$ cat config.mk
export PLATFORM = sky130hd
export DESIGN_NAME = pc_seq_unit
export DESIGN_NICKNAME = d
export VERILOG_FILES = /design/src/rtl/pc_seq_unit.sv
export SDC_FILE = /design/constraint.sdc
export NUM_CORES = 1
export LEC_CHECK = 0
export CAP_MARGIN = 10
export CORE_MARGIN = 1
export CORE_UTILIZATION = 51
export CTS_BUF_LIST = sky130_fd_sc_hd__clkbuf_8
export DETAILED_ROUTE_END_ITERATION = 10
export PLACE_DENSITY = 0.75
export SETUP_SLACK_MARGIN = 0.4
export SLEW_MARGIN = 20
export SYNTH_ARGS = -nofsm -noshare
export SYNTH_HDL_FRONTEND = slang
export SYNTH_SLANG_ARGS = --single-unit
$ cat constraint.sdc
create_clock -name clk -period 5.2 [get_ports clk]
set_input_delay 0.52 -clock clk [delete_from_list [all_inputs] [get_ports clk]]
set_output_delay 0.52 -clock clk [all_outputs]
set_load 0.02 [all_outputs]
$ cat src/rtl/pc_seq_unit.sv
// rtl/pc_seq_unit.sv - program-counter sequencer with return-address stack
//
// Purpose: computes the next instruction fetch address each cycle. Supported
// actions are increment, absolute jump, signed relative branch, and
// call/return through a circular return-address stack (RAS).
//
// Optional feature macro: PC_BOUNDS_CHECK_EN
//   When defined, any next PC above PROG_LIMIT is refused, pc_fault is set,
//   and the PC freezes until reset.
//
// Ports:
//   clk, reset          clock; synchronous active-high reset
//   stall               hold all state this cycle
//   jump_abs, target    absolute jump to target
//   branch, offset      relative branch by sign-extended offset
//   call, ret           push prog_ctr+1 and jump / pop into prog_ctr
//   prog_ctr            registered fetch address
//   ras_depth           number of valid RAS entries
//   ras_ovf, ras_unf    sticky RAS overflow / underflow flags
//   pc_fault            sticky bounds fault (0 when feature compiled out)
module pc_seq_unit #(
    parameter int             D          = 12,
    parameter int             OFS_W      = 8,
    parameter int             RAS_DEPTH  = 4,
    parameter logic [D-1:0]   RESET_VEC  = '0,
    parameter logic [D-1:0]   PROG_LIMIT = {D{1'b1}}
) (
    input  logic                           clk,
    input  logic                           reset,
    input  logic                           stall,
    input  logic                           jump_abs,
    input  logic                           branch,
    input  logic                           call,
    input  logic                           ret,
    input  logic [D-1:0]                   target,
    input  logic [OFS_W-1:0]               offset,
    output logic [D-1:0]                   prog_ctr,
    output logic [$clog2(RAS_DEPTH):0]     ras_depth,
    output logic                           ras_ovf,
    output logic                           ras_unf,
    output logic                           pc_fault
);

    localparam int AW = $clog2(RAS_DEPTH);
    localparam int DW = AW + 1;

    logic [D-1:0]  pc_q, pc_d;
    logic [AW-1:0] sp_q, sp_d;            // next write slot; top entry is sp_q-1
    logic [DW-1:0] depth_q, depth_d;
    logic          ovf_q, ovf_d;
    logic          unf_q, unf_d;
    logic [D-1:0]  ras_mem_q [RAS_DEPTH];
    logic [D-1:0]  ras_mem_d [RAS_DEPTH];

    logic [D-1:0]  pc_inc;
    logic [D-1:0]  ofs_ext;
    logic [D-1:0]  pc_next;
    logic [AW-1:0] sp_top;
    logic          ras_full, ras_empty;
    logic          do_push, do_pop, do_unf;
    logic          commit;

`ifdef PC_BOUNDS_CHECK_EN
    logic          fault_q, fault_d;
    logic          over_limit;
`endif

    always_comb begin
        pc_inc    = pc_q + 1'b1;
        ofs_ext   = D'($signed(offset));
        sp_top    = AW'(sp_q - 1'b1);
        ras_full  = (depth_q == DW'(RAS_DEPTH));
        ras_empty = (depth_q == '0);

        // Select the single winning action; lower-priority requests are dropped.
        pc_next = pc_inc;
        do_push = 1'b0;
        do_pop  = 1'b0;
        do_unf  = 1'b0;
        if (ret) begin
            if (!ras_empty) begin
                pc_next = ras_mem_q[sp_top];
                do_pop  = 1'b1;
            end else begin
                do_unf  = 1'b1;
            end
        end else if (call) begin
            pc_next = target;
            do_push = 1'b1;
        end else if (jump_abs) begin
            pc_next = target;
        end else if (branch) begin
            pc_next = pc_q + ofs_ext;
        end

`ifdef PC_BOUNDS_CHECK_EN
        over_limit = (pc_next > PROG_LIMIT);
        commit     = !stall && !fault_q && !over_limit;
        fault_d    = fault_q | (!stall && over_limit);
`else
        commit     = !stall;
`endif

        pc_d      = pc_q;
        sp_d      = sp_q;
        depth_d   = depth_q;
        ovf_d     = ovf_q;
        unf_d     = unf_q;
        ras_mem_d = ras_mem_q;
        if (commit) begin
            pc_d = pc_next;
            if (do_push) begin
                // When full the write slot holds the oldest entry, so it is overwritten.
                ras_mem_d[sp_q] = pc_inc;
                sp_d            = AW'(sp_q + 1'b1);
                if (ras_full) ovf_d   = 1'b1;
                else          depth_d = depth_q + 1'b1;
            end
            if (do_pop) begin
                sp_d    = sp_top;
                depth_d = depth_q - 1'b1;
            end
            if (do_unf) unf_d = 1'b1;
        end
    end

    always_ff @(posedge clk) begin
        if (reset) begin
            pc_q    <= RESET_VEC;
            sp_q    <= '0;
            depth_q <= '0;
            ovf_q   <= 1'b0;
            unf_q   <= 1'b0;
        end else begin
            pc_q    <= pc_d;
            sp_q    <= sp_d;
            depth_q <= depth_d;
            ovf_q   <= ovf_d;
            unf_q   <= unf_d;
        end
    end

    // Entries beyond ras_depth are never read, so the storage needs no reset.
    always_ff @(posedge clk) begin
        ras_mem_q <= ras_mem_d;
    end

`ifdef PC_BOUNDS_CHECK_EN
    always_ff @(posedge clk) begin
        if (reset) fault_q <= 1'b0;
        else       fault_q <= fault_d;
    end
    assign pc_fault = fault_q;
`else
    logic unused_prog_limit;
    assign unused_prog_limit = ^PROG_LIMIT;
    assign pc_fault = 1'b0;
`endif

    assign prog_ctr  = pc_q;
    assign ras_depth = depth_q;
    assign ras_ovf   = ovf_q;
    assign ras_unf   = unf_q;

endmodule
After elaboration in Yosys (flattened, before gate mapping)
Index checks and enable logic that the tools add are counted.
{"block": "word_totals", "regBits": 67, "inputBits": 27, "out_inout_bits": 18, "word_cells": 53}
{"block": "classes", "add_sub_neg": 6, "n_lt_le_gt_ge": 3, "eq_ne": 2, "n_mux": 22, "bitwise": 3, "n_reduce_logical": 8}
{"op": "$mux 12", "n": 8}
{"op": "$bwmux 48", "n": 1}
{"op": "$bmux 12 s2", "n": 1}
{"op": "$demux 12 s2", "n": 1}
{"op": "$add 12x1->12 const B", "n": 1}
{"op": "$add 12x12->12", "n": 1}
{"op": "$mux 3", "n": 3}
{"op": "$ge 3x3->1 const B", "n": 2}
{"op": "$mux 1", "n": 6}
{"op": "$not 2->3", "n": 2}
{"op": "$reduce_and 2->1", "n": 3}
{"op": "$reduce_and 3->1", "n": 2}
{"op": "$mux 2", "n": 2}
{"op": "$add 3x1->3 const B", "n": 1}
{"op": "$eq 3x3->1 const B", "n": 1}
{"op": "$logic_not 3->1", "n": 1}
{"op": "$lt 3x1->1 const B", "n": 1}
{"op": "$sub 3x1->3 const B", "n": 1}
{"op": "$add 2x1->2 const B", "n": 1}
{"op": "$ne 2x1->1 const B", "n": 1}
{"op": "$reduce_bool 2->1", "n": 1}
{"op": "$sub 2x1->2 const B", "n": 1}
{"op": "$logic_and 1x1->1", "n": 1}
{"op": "$not 1->1", "n": 1}

Depth between registers and ports, before layout
Gate-level depths: netlist of run 1.
{"block": "depth", "word_depth": 7, "ltp_mapped": 9, "mapped_depth_nobuf": 9}

Worst setup path after synthesis of run 1
No wires, ideal clock.
{"block": "synth_timing", "path_type": "reg2reg", "start": "register sp_q[0]", "end": "register pc_q[6], in the netlist prog_ctr[6]", "setup_ns": 0.137, "arrival_time_ns": 2.312, "required_ns": 5.063, "setup_slack_ns": 2.751, "stages_incl_launch_ff": 8, "path_buffers": 2, "synth_period_minus_slack_ns": 2.449, "path_cell_list": "dfxtp_1 -> buf_2 -> inv_1 -> ha_1 -> clkbuf_1 -> mux4_2 -> a221oi_1 -> a221oi_2"}
{"block": "synth_via", "elab_chain_len": 7}
{"element": "from (decl)", "line": "48", "rtl": "logic [AW-1:0] sp_q, sp_d;"}
{"element": "from (signal assigned)", "line": "136", "rtl": "sp_q <= sp_d;"}
{"element": "$sub 2x1->2", "line": "71", "rtl": "sp_top = AW'(sp_q - 1'b1);"}
{"element": "net sp_top[0]", "line": "58", "rtl": "logic [AW-1:0] sp_top;"}
{"element": "$not 2->3 (not written as such)", "line": "82", "rtl": "pc_next = ras_mem_q[sp_top];"}
{"element": "$bmux 12 s2", "line": "82"}
{"element": "$mux 12 (not written as such) (2 in a row)", "line": "82"}
{"element": "$mux 12", "line": "81", "rtl": "if (!ras_empty) begin"}
{"element": "$mux 12", "line": "80", "rtl": "if (ret) begin"}
{"element": "to (signal assigned)", "line": "135", "rtl": "pc_q <= pc_d;"}
{"element": "to (decl)", "line": "47", "rtl": "logic [D-1:0] pc_q, pc_d;"}
The timed path passes the listed nets, and every way through them passes these cells. The select of a mux whose other input is x is not followed.
A chain may end at the register's enable or synchronous reset.

Worst setup path in the final report of run 1
{"block": "layout_timing", "start": "input ret", "end": "register depth_q[2], in the netlist ras_depth[2]"}
{"block": "layout_via", "elab_chain_len": 3, "elab_cells_between_ends": 6, "cone_classes": "eq/ne (1); mux (3); reduce/logical (2)"}
{"element": "from (decl)", "line": "34", "rtl": "input logic ret,"}
{"element": "$mux 1", "line": "80"}
{"element": "$ne 2x1->1 (no line) / $reduce_bool 2->1 (equally long branches)"}
{"element": "$reduce_and 3->1 (no line)"}
{"element": "to (signal assigned)", "line": "137", "rtl": "depth_q <= depth_d;"}
{"element": "to (decl)", "line": "49", "rtl": "logic [DW-1:0] depth_q, depth_d;"}
Parallel ways exist; a longest one is shown, timed or not.

==> results of run 1 <==
sequential cells by signal, summed over array words and instances, names as in the netlist:
register	cells
sp_q	2
prog_ctr	12
ras_depth	3
ras_mem_q	48
ras_ovf	1
ras_unf	1
power by group through the flow:
| stage | combinational [W] | sequential, W | clock (W) |
|---|---|---|---|
| after floorplan | 0.000190 | 0.000642 | 0 |
| after global placement | 0.000284 | 0.000639 | 0 |
| after detailed placement | 0.000288 | 0.000639 | 0 |
| after CTS | 0.000289 | 0.000628 | 0.000461 |
| after global routing | 0.000317 | 0.000631 | 0.000480 |
| final | 0.000288 | 0.000627 | 0.000454 |
cell families (layout without fill, tap and decap cells):
family	after synthesis	after routing	synth area share
buffers and inverters	36	83	0.0389
AOI/OAI and AO/OA	77	77	0.157
xor gates and xnor gates	21	21	0.0502
muxes	15	15	0.0820
other	1	1	0.00102
DFF	67	67	0.497
and+or+nand+nor	78	78	0.108
adders and majority gates	18	18	0.0656
per-layer routing:
| metal | global-route usage | share of wire | vias up |
|---|---|---|---|
| met5 | 0 | 0 | - |
| met4 | 0.103 | 0.018 | 0 |
| met3 | 0.0410 | 0.044 | 13 |
| met2 | 0.376 | 0.48 | 64 |
| met1 | 0.325 | 0.46 | 1280 |
| li1 | - | - | 1278 |
path summary, 6_finish.rpt:
path | slack (ps) | end | cells past startpoint | startpoint
worst max register to register | 2080 | prog_ctr[11] | 7 | sp_q[0]
worst max-delay path | 2070 | ras_depth[2] | 8 | ret
worst min-delay path | 490 | ras_unf | 2 | ras_unf
worst min register to register | 490 | ras_unf | 2 | ras_unf
cell usage after synthesis (3+ instances only):
master and count:
or3_1 3, xnor2_1 14, mux2i_1 3, xor2_1 7, o21ai_0 6, a211o_1 3
a21oi_1 15, a221oi_1 12, dfxtp_1 19, nor2b_1 3, o211ai_1 3, nor3_1 6
clkbuf_1 9, nand3_1 8, and2_1 9, a221o_1 5, edfxtp_1 48, inv_1 22
nor2_1 28, ha_1 16, a211oi_1 6, buf_2 3, mux4_2 12, o21a_1 3
o21bai_1 3, nand2_1 11, a21o_1 4, and4_1 5
worst reg2reg max path, delay by kind of cell (launching register included):
family                   cells  cell delay (ps)
adder cells (fa/ha/maj)      1              740
AND/OR/NAND/NOR              1              150
buffers and inverters        1              220
AO/OA/AOI/OAI                3              560
flip-flops                   1              900
multiplexers                 1              420
layout make-up:
class	instances	area (um2)	share of cell area
timing repair buffer	44	438	0.100
multi-input combinational	210	1700	0.389
clock inverter	7	83.8	0.0192
tap	96	120	0.0275
clock buffer	9	124	0.0283
sequential	67	1820	0.417
inverter	23	86.3	0.0197
per-stage QoR:
step                hold slack, ps  setup WS [ps]  cell area [um2]  power, W  instances
global placement               475           1830             4170  0.000922        440
detailed placement             477           1770             4170  0.000927        440
floorplan                      572           2750             3660  0.000832        313
global route                   539           1810             4370   0.00143        456
CTS                            495           2000             4370   0.00138        456
finish                         491           2070             4370   0.00137        456
==> results.ini, run 1 <==
[run_status]
status=completed

[cells_and_area]
utilization=0.637
antenna_cells=0
area_growth_pct=19.4
nNetsFinal=400
nFillCells=534
mostFrequentLayoutCells=edfxtp_1 (48), clkdlybuf4s50_1 (43), nor2_1 (28)
drive_above_1_share=0.0778
final_common_cell=edfxtp_1

[run]
maxCapViolCount=0

[floorplanning]
core_mm2=0.00687
io_pins=45
dieArea_mm2=0.00753
initial_core_util=0.533
die_w_um=86.8
die_y_um=86.8
rows=30

[cts]
clock_latency_ps=340
cts_root_buf=clkbuf_8
clk_pin_slew_ps=80
clock-sinks=67
clk_path_buf_depth=2
cts_tree=done
postCtsSetupBuffers=0
ctsHtreeMaxLevel=3
postCtsHoldBufs=0
ctsResizeCount=0
cts_buffers=9

[pwr]
clockPowerShare=0.332
leakage_nw=1.55
pwr-share-seq=0.458
pwr-share-comb=0.211
peakVddDrop_v=0.000227
switching_share=0.271
p_per_area_mw_per_mm2=313
p_switching_w=0.000372
intPower_w=0.000998

[synthesis]
avgSynthCellArea_um2=11.7
syn_nets=358
synth_ff_type=edfxtp_1
synth_edf_count=48
synth_top_area_share=0.393
ys_ff_latch=67
synthTopCellsByArea=edfxtp_1 (39%), dfxtp_1 (10%), mux4_2 (7.4%), ha_1 (5.5%), xnor2_1 (3.3%)
yosysWarnings=0
synth_seq_area_share=0.497
async_flop_share=0
syn_area_mm2=0.00366
syn_inst=313
synth_top_area_cell=edfxtp_1
synth.distinct_cells=50

[worst_setup_path]
cp.required_ps=5400
max_stage_delay_ps=840
slowest_stage=nor2b_1
endpoint_kind=flip-flop
cp.buffers_inverters=2
arrival_ps=3330
path_max_fanout=15
crit_path_cell_trace=clkdlybuf4s50_1, nor2b_1, inv_1, fa_1, xnor2_1, nand2_1, xor2_1, nor2_1
crit_family=buffers and inverters
crit_type=input pin to flip-flop
critPathLaunchType=input pin

[route]
detail_route.wl_per_cell_um=17.6
num_vias=2635
wl_um=8020
drt_iter0_drc=217
avgViaCountPerCell=5.78
ant_nets=0
drc=0
dr.pass1.iters=4

[timing]
skew_ps=10.9
drv_slew=0
hold_viol=0
finalCriticalPeriod_ps=3130
slew_headroom=0.352
rsz0062_at_grt=false
worst_pin_slew_ps=970
finalSetupTns_ps=0
finalSetupViolCount=0
fin_crit_sh=0.601
max_freq_mhz=320

[global_routing]
track_usage=0.238
overflow=0
grt_pass1_wl_um=13300
first_global_vias=2636
grt_start_max_net_pins=24
antenna_found_initial=0

[place]
gp_congestion=0.884
port-buffer-count=43
dp_hpwl_um=5830

[worst_hold_path]
hp-class=flip-flop to flip-flop

Note: power is estimated with default switching activity, not from simulation.
==> run 2: changes to the inputs <==
--- a/config.mk
+++ b/config.mk
@@ -10,7 +10,7 @@
 export CORE_UTILIZATION = 51
 export CTS_BUF_LIST = sky130_fd_sc_hd__clkbuf_8
 export DETAILED_ROUTE_END_ITERATION = 10
-export PLACE_DENSITY = 0.75
+export PLACE_DENSITY = 0.78
 export SETUP_SLACK_MARGIN = 0.4
 export SLEW_MARGIN = 20
 export SYNTH_ARGS = -nofsm -noshare
==> constraint.sdc (replaced) <==
create_clock -name clk -period 2.7 [get_ports clk]
set_input_delay 0.27 -clock clk [delete_from_list [all_inputs] [get_ports clk]]
set_output_delay 0.27 -clock clk [all_outputs]
set_load 0.02 [all_outputs]
==> results.ini, run 2 (same netlist as run 1, synthesis figures left out) <==
[cells_and_area]
area_growth_pct=24.9  ; was 19.4%
mostFrequentLayoutCells=edfxtp_1 (48), clkdlybuf4s50_1 (42), nor2_1 (28)  ; was edfxtp_1 (48), clkdlybuf4s50_1 (43), nor2_1 (28)
drive_above_1_share=0.151  ; was 0.0778
final_common_cell=edfxtp_1  ; unchanged
largest_reg_flops=48  ; unchanged
design_area_mm2=0.00457  ; was 0.00437 mm2
largest_register=ras_mem_q  ; unchanged
nFillCells=524  ; was 534
instances_no_fill=473  ; was 456
utilization=0.666  ; was 0.637
multi_input_area_mm2=0.00177  ; was 0.00170 mm2
antenna_cells=0  ; unchanged
nNetsFinal=417  ; was 400
ff_latch_area_mm2=0.00182  ; about the same

[route]
ant_nets=0  ; unchanged
detail_route.wl_per_cell_um=17.7  ; was 17.6 um
drt_iter0_drc=153  ; was 217
wl_um=8390  ; was 8020 um
drc=0  ; unchanged
num_vias=2776  ; was 2,635
avgViaCountPerCell=5.87  ; was 5.78
dr.pass1.iters=4  ; unchanged

[global_routing]
grt_start_max_net_pins=23  ; was 24
grt_pass1_wl_um=13100  ; was 13,300 um
antenna_found_initial=0  ; unchanged
first_global_vias=2692  ; was 2,636
overflow=0  ; unchanged
track_usage=0.235  ; was 0.238

[timing]
slew_headroom=0.600  ; was 0.352
finalCriticalPeriod_ps=2250
drv_slew=0  ; unchanged
max_freq_mhz=444
rsz0062_at_grt=false  ; unchanged
hold_viol=0  ; unchanged
finalSetupTns_ps=0  ; unchanged
finalSetupViolCount=0  ; unchanged
worst_pin_slew_ps=599  ; was 970 ps
fin_crit_sh=0.834
skew_ps=7.83  ; was 10.9 ps

[place]
dp_hpwl_um=5900  ; was 5830 um
dp_cells=455  ; was 440
placed_cell_area_mm2=0.00428  ; was 0.00417 mm2
port-buffer-count=43  ; unchanged
gp_congestion=0.843  ; was 0.884

[worst_setup_path]
crit_type=flip-flop to flip-flop  ; was input pin to flip-flop
critPathLaunchType=flip-flop  ; was input pin
arrival_ps=2500  ; was 3330 ps
path_max_fanout=3  ; was 15
cp.required_ps=2950  ; was 5400 ps
endpoint_kind=flip-flop  ; unchanged

[cts]
cts_root_buf=clkbuf_8  ; unchanged
clk_path_buf_depth=2  ; unchanged
ctsHtreeMaxLevel=3  ; unchanged
clock-sinks=67  ; unchanged
cts_buffers=9  ; unchanged
clk_pin_slew_ps=70  ; was 80 ps
clock_latency_ps=340  ; about the same
postCtsHoldBufs=0  ; unchanged
cts_tree=done  ; unchanged

[pwr]
switching_share=0.273  ; was 0.271
clockPowerShare=0.326  ; was 0.332
p_switching_w=0.000737  ; was 0.000372 W
leakage_nw=1.65  ; was 1.55 nW
pwr-share-seq=0.442  ; was 0.458
peakVddDrop_v=0.000288  ; was 0.000227 V
power_w=0.00270  ; was 0.00137 W
intPower_w=0.00197  ; was 0.000998 W
p_per_area_mw_per_mm2=591  ; was 313 mW/mm2
pwr-share-comb=0.233  ; was 0.211

[floorplanning]
die_w_um=86.8  ; unchanged
initial_core_util=0.533  ; unchanged
dieArea_mm2=0.00753  ; unchanged
die_y_um=86.8  ; unchanged
core_mm2=0.00687  ; unchanged
rows=30  ; unchanged
io_pins=45  ; unchanged

[run_status]
status=completed  ; unchanged

[worst_hold_path]
hp-class=flip-flop to flip-flop  ; unchanged

[run]
maxCapViolCount=0  ; unchanged

==> run 2: what timing repair did <==
action | CTS | global route
endpoints found under the setup margin | 1 | 7
hold endpoints to repair | 0 | 0
setup buffers | 0 | 2
resized for setup | 1 | 12
pin swaps | 0 | 7
==> run 2: layout make-up <==
class,instances,area share
Tap cell,96,0.0263
Clock inverter,7,0.0189
Clock buffer,9,0.0271
Inverter,23,0.0189
Sequential cell,67,0.399
Multi-Input combinational cell,210,0.386
Timing Repair Buffer,61,0.124
==> run 2: stage by stage <==
stage	setup slack, ps	hold slack, ps
after floorplan	408	468
after global placement	120	472
after detailed placement	47.1	466
after CTS	410	483
after global routing	382	523
final	449	473
==> run 2: power groups by stage <==
stage	logic (W)	registers, W	clock network [W]
5_1_grt	0.000686	0.00120	0.000933
4_1_cts	0.000606	0.00119	0.000896
6_report	0.000629	0.00119	0.000881
3_5_place_dp	0.000602	0.00121	0
3_3_place_gp	0.000587	0.00121	0
2_1_floorplan	0.000368	0.00124	0
==> run 2: worst max-delay path, cell delays in order (launching register included) <==
cell      delay [ps]
dfxtp_2          340
ha_4             160
inv_2             50
fa_2             230
nor2b_4           50
o31a_1           300
o21a_1           210
o2111a_1         240
or3_4            360
a221oi_2         220
==> run 2: path summary, 6_finish.rpt <==
path	startpoint	end	slack, ps	depth (start not counted)
worst max register to register	prog_ctr[0]	prog_ctr[6]	450	9
worst min register to register	ras_ovf	ras_ovf	470	2
worst max-delay path	prog_ctr[0]	prog_ctr[6]	450	9
worst min-delay path	ras_ovf	ras_ovf	470	2
==> run 2: per-layer routing <==
metal / GRT usage / vias up / share of wire
met2: 0.390 / 99 / 0.49
met3: 0.0381 / 15 / 0.054
met1: 0.308 / 1342 / 0.44
li1: - / 1320 / -
met5: 0 / - / 0
met4: 0.0970 / 0 / 0.017
